[src/rtl/rfu_pkg.sv]
// Shared definitions for the register-fetch/bypass stage.
// No logic state; widths and the forwarding match helper only.
// Used by both the operand selector and the stage top.
package rfu_pkg;

  localparam int REG_AW   = 5;
  localparam int CSR_AW   = 12;
  localparam int NSRC_DEF = 3;

  // A forwarding source matches when it holds a GPR writer targeting rs.
  function automatic logic fwd_match(input logic              vld,
                                     input logic [REG_AW-1:0] rd,
                                     input logic [REG_AW-1:0] rs);
    return vld && (rd == rs);
  endfunction

endpackage

[src/rtl/fwd_sel.sv]
// Resolves one GPR operand against the in-flight forwarding sources.
// Purely combinational, zero latency.
// Raises hazard when the youngest matching producer has no data yet.
module fwd_sel
  import rfu_pkg::*;
#(
  parameter int XLEN = 32,
  parameter int NSRC = NSRC_DEF
) (
  input  logic                   en,
  input  logic [REG_AW-1:0]      rs,
  input  logic [XLEN-1:0]        rf_value,
  input  logic [NSRC-1:0]        fwd_valid,
  input  logic [REG_AW*NSRC-1:0] fwd_rd,
  input  logic [NSRC-1:0]        fwd_data_ok,
  input  logic [XLEN*NSRC-1:0]   fwd_data,
  output logic [XLEN-1:0]        value,
  output logic                   hazard
);

  logic            hit;
  logic            hit_ok;
  logic [XLEN-1:0] hit_data;

  // Walk oldest to youngest so the lowest-index (youngest) match wins,
  // then pick forwarded data, register-file data, or flag a hazard.
  always_comb begin
    hit      = 1'b0;
    hit_ok   = 1'b0;
    hit_data = '0;
    for (int i = NSRC - 1; i >= 0; i--) begin
      if (fwd_match(fwd_valid[i], fwd_rd[i*REG_AW +: REG_AW], rs)) begin
        hit      = 1'b1;
        hit_ok   = fwd_data_ok[i];
        hit_data = fwd_data[i*XLEN +: XLEN];
      end
    end
    value  = rf_value;
    hazard = 1'b0;
    // x0 and unread operands never forward and never stall.
    if (en && (rs != '0) && hit) begin
      if (hit_ok) begin
        value = hit_data;
      end else begin
        hazard = 1'b1;
      end
    end
  end

endmodule

[src/rtl/rfu_bypass.sv]
// Register-fetch stage: latches one decoded entry, reads GPR/CSR, forwards GPRs.
// 1 cycle accept-to-issue; outputs combinational from entry and forwarding.
// Stalls (in_ready=0, out_valid=0) on unresolved GPR or any CSR hazard.
module rfu_bypass
  import rfu_pkg::*;
#(
  parameter int XLEN  = 32,
  parameter int NSRC  = NSRC_DEF,
  parameter int PAY_W = 128,
  parameter int CNT_W = 32
) (
  input  logic                   clock,
  input  logic                   reset,
  input  logic                   flush,
  input  logic                   in_valid,
  output logic                   in_ready,
  input  logic [REG_AW-1:0]      in_rs1,
  input  logic [REG_AW-1:0]      in_rs2,
  input  logic                   in_rs1_en,
  input  logic                   in_rs2_en,
  input  logic [CSR_AW-1:0]      in_csr_addr,
  input  logic                   in_csr_en,
  input  logic [PAY_W-1:0]       in_payload,
  output logic [REG_AW-1:0]      rf_rs1_o,
  output logic [REG_AW-1:0]      rf_rs2_o,
  input  logic [XLEN-1:0]        rf_rs1_value_i,
  input  logic [XLEN-1:0]        rf_rs2_value_i,
  output logic [CSR_AW-1:0]      csr_addr_o,
  input  logic [XLEN-1:0]        csr_value_i,
  input  logic [NSRC-1:0]        fwd_valid,
  input  logic [REG_AW*NSRC-1:0] fwd_rd,
  input  logic [NSRC-1:0]        fwd_data_ok,
  input  logic [XLEN*NSRC-1:0]   fwd_data,
  input  logic [NSRC-1:0]        fwd_csr_we,
  input  logic [CSR_AW*NSRC-1:0] fwd_csr_addr,
  output logic                   out_valid,
  input  logic                   out_ready,
  output logic [XLEN-1:0]        out_src1,
  output logic [XLEN-1:0]        out_src2,
  output logic [XLEN-1:0]        out_csr,
  output logic [PAY_W-1:0]       out_payload,
  output logic [CNT_W-1:0]       stall_cnt
);

  logic              valid_q, valid_d;
  logic [REG_AW-1:0] rs1_q, rs1_d, rs2_q, rs2_d;
  logic              rs1_en_q, rs1_en_d, rs2_en_q, rs2_en_d;
  logic [CSR_AW-1:0] csr_addr_q, csr_addr_d;
  logic              csr_en_q, csr_en_d;
  logic [PAY_W-1:0]  payload_q, payload_d;
  logic [CNT_W-1:0]  stall_cnt_q, stall_cnt_d;

  logic [XLEN-1:0]   src1_val, src2_val;
  logic              rs1_hazard, rs2_hazard;
  logic              csr_hit, stall, accept;

  fwd_sel #(.XLEN(XLEN), .NSRC(NSRC)) u_fwd_rs1 (
    .en(rs1_en_q), .rs(rs1_q), .rf_value(rf_rs1_value_i),
    .fwd_valid(fwd_valid), .fwd_rd(fwd_rd), .fwd_data_ok(fwd_data_ok),
    .fwd_data(fwd_data), .value(src1_val), .hazard(rs1_hazard)
  );

  fwd_sel #(.XLEN(XLEN), .NSRC(NSRC)) u_fwd_rs2 (
    .en(rs2_en_q), .rs(rs2_q), .rf_value(rf_rs2_value_i),
    .fwd_valid(fwd_valid), .fwd_rd(fwd_rd), .fwd_data_ok(fwd_data_ok),
    .fwd_data(fwd_data), .value(src2_val), .hazard(rs2_hazard)
  );

  // Handshake, hazard detection and next-state for the entry and counter.
  always_comb begin
    // CSRs are never forwarded: any in-flight writer to the same CSR stalls.
    csr_hit = 1'b0;
    for (int i = 0; i < NSRC; i++) begin
      if (fwd_valid[i] && fwd_csr_we[i] &&
          (fwd_csr_addr[i*CSR_AW +: CSR_AW] == csr_addr_q)) begin
        csr_hit = 1'b1;
      end
    end
    stall     = valid_q && (rs1_hazard || rs2_hazard || (csr_en_q && csr_hit));
    out_valid = valid_q && !stall && !flush;
    in_ready  = !valid_q || (out_ready && !stall && !flush);
    accept    = in_valid && in_ready;

    rs1_d      = accept ? in_rs1      : rs1_q;
    rs2_d      = accept ? in_rs2      : rs2_q;
    rs1_en_d   = accept ? in_rs1_en   : rs1_en_q;
    rs2_en_d   = accept ? in_rs2_en   : rs2_en_q;
    csr_addr_d = accept ? in_csr_addr : csr_addr_q;
    csr_en_d   = accept ? in_csr_en   : csr_en_q;
    payload_d  = accept ? in_payload  : payload_q;

    if (flush) begin
      valid_d = 1'b0;
    end else if (accept) begin
      valid_d = 1'b1;
    end else if (out_valid && out_ready) begin
      valid_d = 1'b0;
    end else begin
      valid_d = valid_q;
    end

    stall_cnt_d = stall_cnt_q;
    if (stall && !flush && (stall_cnt_q != '1)) begin
      stall_cnt_d = stall_cnt_q + CNT_W'(1);
    end
  end

  // Control state: cleared asynchronously so a reset mid-stall drops the entry.
  always_ff @(posedge clock or posedge reset) begin
    if (reset) begin
      valid_q     <= 1'b0;
      stall_cnt_q <= '0;
    end else begin
      valid_q     <= valid_d;
      stall_cnt_q <= stall_cnt_d;
    end
  end

  // Entry payload/index fields need no reset; outputs are gated by valid.
  always_ff @(posedge clock) begin
    rs1_q      <= rs1_d;
    rs2_q      <= rs2_d;
    rs1_en_q   <= rs1_en_d;
    rs2_en_q   <= rs2_en_d;
    csr_addr_q <= csr_addr_d;
    csr_en_q   <= csr_en_d;
    payload_q  <= payload_d;
  end

  assign rf_rs1_o    = valid_q ? rs1_q      : '0;
  assign rf_rs2_o    = valid_q ? rs2_q      : '0;
  assign csr_addr_o  = valid_q ? csr_addr_q : '0;
  assign out_src1    = valid_q ? src1_val   : '0;
  assign out_src2    = valid_q ? src2_val   : '0;
  assign out_csr     = valid_q ? csr_value_i : '0;
  assign out_payload = valid_q ? payload_q  : '0;
  assign stall_cnt   = stall_cnt_q;

endmodule

[config.mk]
export PLATFORM = sky130hd
export DESIGN_NAME = rfu_bypass
export DESIGN_NICKNAME = d
export VERILOG_FILES = /design/src/rtl/rfu_pkg.sv /design/src/rtl/fwd_sel.sv /design/src/rtl/rfu_bypass.sv
export SDC_FILE = /design/constraint.sdc
export NUM_CORES = 1
export LEC_CHECK = 0
export BUFFER_PORTS_ARGS = -buffer_cell sky130_fd_sc_hd__buf_2
export CELL_PAD_IN_SITES_DETAIL_PLACEMENT = 2
export CELL_PAD_IN_SITES_GLOBAL_PLACEMENT = 2
export CORE_AREA = 8 8 265 267
export DETAILED_ROUTE_END_ITERATION = 12
export DIE_AREA = 0 0 273 275
export MAX_ROUTING_LAYER = met4
export PLACE_DENSITY_LB_ADDON = 0.08
export RECOVER_POWER = 25
export SLEW_MARGIN = 20
export SYNTH_ARGS = -nofsm -noshare
export SYNTH_HDL_FRONTEND = slang
export SYNTH_SLANG_ARGS = --single-unit
[constraint.sdc]
create_clock -name clock -period 24.9 [get_ports clock]
set_input_delay 1.245 -clock clock [delete_from_list [all_inputs] [get_ports clock]]
set_output_delay 1.245 -clock clock [all_outputs]
set_load 0.01 [all_outputs]
==> metrics.md <==
| Metric | Value |
|---|---|
| Outcome | complete, but fails checks |
| Violated checks | capacitance limit, slew limit |
| Top-count cell post-synth | and2_1 |
| H-tree Lvls | 4 |
| First-pass GRT wire length | between 80000 and 90000 um |
| Critical-path maximum fanout | 34 |
| LEAKAGE | 7.08 nW |
| Vias per Instance | between 4 and 5 |
| Net Sw Frac | 0.294 |
| Critical path type | in2out |
| Largest net degree at the start of global routing | 96 |
| PortBufs | ~700 |
| Die height | approximately 280 um |
| Post_cts resized | 0 |
| GPL Wtd Cong | 0.786 |
| Clock transition at the registers of the reported paths | about 70 ps |
| Most frequent cells after synthesis | and2_1, edfxtp_1, nand2_1 |
| Yosys reg bits | ~190 |
| Logic pwr share | 0.180 |
| YS warnings | 0 |
| Antenna viol nets, final | 0 |
| Hold crit path type | reg2reg |
| CTS Buffer Depth | 2 |
| MaxCap Viol Count | 1 |
| Clock share of power | 0.348 |
| NumNets Final | between 2000 and 2500 |
| Synthesized Nets | 1377 |
| Vias in the first global route | 11700 |
| Number of setup buffers added after CTS | 0 |
| CTS tree | yes |
| Die area | 0.0751 mm^2 |
| Period utilisation layout | 0.238 |
| Slew headroom | -0.330 |
| Final setup violation count | 0 |
| Power per standard cell area | 50.2 mW/mm^2 |
| Sequential Power Share | 0.472 |
| Rows | 95 |
| Post-synth EDFFs | roughly 150 |
| Final hold vios | 0 |
| CTS sink cnt | between 150 and 200 |
| Layout cells sized above 1 | 0.460 |
| Critical Path Source Type | input port |
| Worst VDD drop | 0.0467 mV |
| Worst skew pair latency | 450 ps |
| Hold_buf cts | 0 |
| Max Slew Vio Count | 34 |
| Initial Util | 0.159 |
| FFs w/ async S/R, synth | 0.177 |
| Hold slack | around 500 ps |
| Worst Path Required | 23650 ps |
| DP HPWL | 51000 um |
| Unrepaired setup endpoints after global routing | no |
| Syn_area_per_cell | ~11 um^2 |
| Internal power | ~0.00055 W |
| Drt pass-1 iters | 4 |
| Die width | 273 um |
| Fmax | between 150 and 200 MHz |
| Crit path DAT | about 4700 ps |
| # IOs | 690 |
| Num CTS Buffers | 17 |
| DR WL/cell | between 20 and 25 um |
| Total power | roughly 0.00078 W |
| Sequential area share after synthesis | 0.514 |
| Initial antenna violation count | 46 |
| Setup Skew | around 15 ps |
| GR Overflow Total | 0 |
| Switching power | between 0.0002 and 0.00025 W |
| Synth top area share | 0.436 |
| Most used DFF post-synth | edfxtp_1 |
| Slew @ Worst Pin | 1990 ps |
| Core ar. | ~0.066 mm^2 |
| Vias | 10400 |
| Synth top area cells | edfxtp_1, and2_1, dfrtp_1 |
| Post-route setup TNS | 0 ps |
| Fin crit period | 5920 ps |
| Syn-to-layout area delta | 47.8% |
| Iter 0 DRT Violations | a little over 400 |
| Synthesized area | 0.0105 mm^2 |
| Synth area leader | edfxtp_1 |
| Drt drc | 0 |
| Final WL | approximately 63000 um |
| Synth Instances | 966 |
| Count of cell types in the netlist | 52 |
| Total GRT Usage | 0.164 |
| Worst setup EP type | output pin |
| Root buffer cell | clkbuf_16 |
-- power groups by stage --
stage / logic [W] / registers (W) / clock network, W
final: 0.000141 / 0.000369 / 0.000272
after global routing: 0.000156 / 0.000372 / 0.000295
after CTS: 0.000146 / 0.000370 / 0.000286
after detailed placement: 0.000146 / 0.000377 / 0
after global placement: 0.000145 / 0.000377 / 0
after floorplan: 0.0000620 / 0.000375 / 0
-- cell usage in the layout (no fill, tap or decap), types with 3 or more instances in the layout --
| master | instances |
|---|---|
| nor4_1 | 5 |
| nand2_1 | 83 |
| and2_1 | 186 |
| a21boi_0 | 64 |
| buf_4 | 14 |
| and4_1 | 5 |
| nor4_2 | 7 |
| nand3_1 | 17 |
| diode_2 | 42 |
| o211ai_1 | 33 |
| inv_8 | 4 |
| nor2_1 | 38 |
| xor2_1 | 54 |
| inv_6 | 3 |
| nor3_1 | 14 |
| xnor2_1 | 42 |
| nor3b_1 | 3 |
| buf_2 | 679 |
| a211o_1 | 32 |
| edfxtp_1 | 153 |
| dfrtp_1 | 32 |
| a221o_1 | 32 |
| clkbuf_1 | 12 |
| nand4_1 | 12 |
| a22oi_1 | 32 |
| or4_1 | 4 |
| clkbuf_16 | 17 |
| and3_1 | 4 |
-- critical path, stage by stage --
cell and delay (ps):
buf_2 120, xor2_1 150, nor4_2 440, nand3_2 800, o21ai_0 300, o22ai_1 160, a222oi_1 450, buf_4 470
nand3_1 220, nand2_1 120, buf_2 180
-- logic make-up after synthesis --
group,synth area share
and+or+nand+nor,0.213
muxes,0.00107
AOI/OAI and AO/OA,0.158
adders and majority gates,0.00119
DFF,0.514
xor gates and xnor gates,0.0813
buffers and inverters,0.0317
-- per-layer routing --
metal,global-route usage,part of all wire,wire [um],up-vias
met5,-,0,0,-
met4,0.0438,0.015,930,0
met3,0.0739,0.11,6790,40
met2,0.290,0.52,32900,415
met1,0.163,0.35,22300,5109
li1,-,-,-,4856
-- final cells by class --
cell class              instances  area [um^2]
flip-flops and latches        186         5420
repair buffers                704         3540
clock inverters                14          134
clock buffers                  18          429
inverters                       3         11.3
fillers                      7619        50700
multi-input cells             701         4850
diodes                         42          105
well taps                     873         1090
-- state kept, by name, summed over array words and instances, names as in the netlist --
register	count
stall_cnt	32
csr_addr_q	12
valid_q	1
rs1_en_q	1
rs2_en_q	1
csr_en_q	1
rs2_q	5
payload_q	128
rs1_q	5
-- stage by stage --
step                      std cells  setup slack [ps]  instance area (um^2)  utilization
after floorplan                 966             14140                 10500            -
after global placement         2467             18300                 14900        0.225
after detailed placement       2467             18330                 14900        0.225
after CTS                      2499             18810                 15500        0.234
after global routing           2535             18510                 15600        0.235
final                          2541             18980                 15600        0.235
-- final timing paths --
path | startpoint | endpoint | slack, ps | cells after the start
worst max-delay path | fwd_rd[2] | in_ready | 18980 | 11
worst min-delay path | stall_cnt[31] | stall_cnt[31] | 490 | 1
worst max register to register | rs2_q[2] | csr_addr_q[8] | 19320 | 11
worst min register to register | stall_cnt[31] | stall_cnt[31] | 490 | 1
max in group asynchronous | reset | valid_q | 21980 | 3
min in group asynchronous | reset | stall_cnt[5] | 1490 | 3
(Power assumes the default switching activity.)
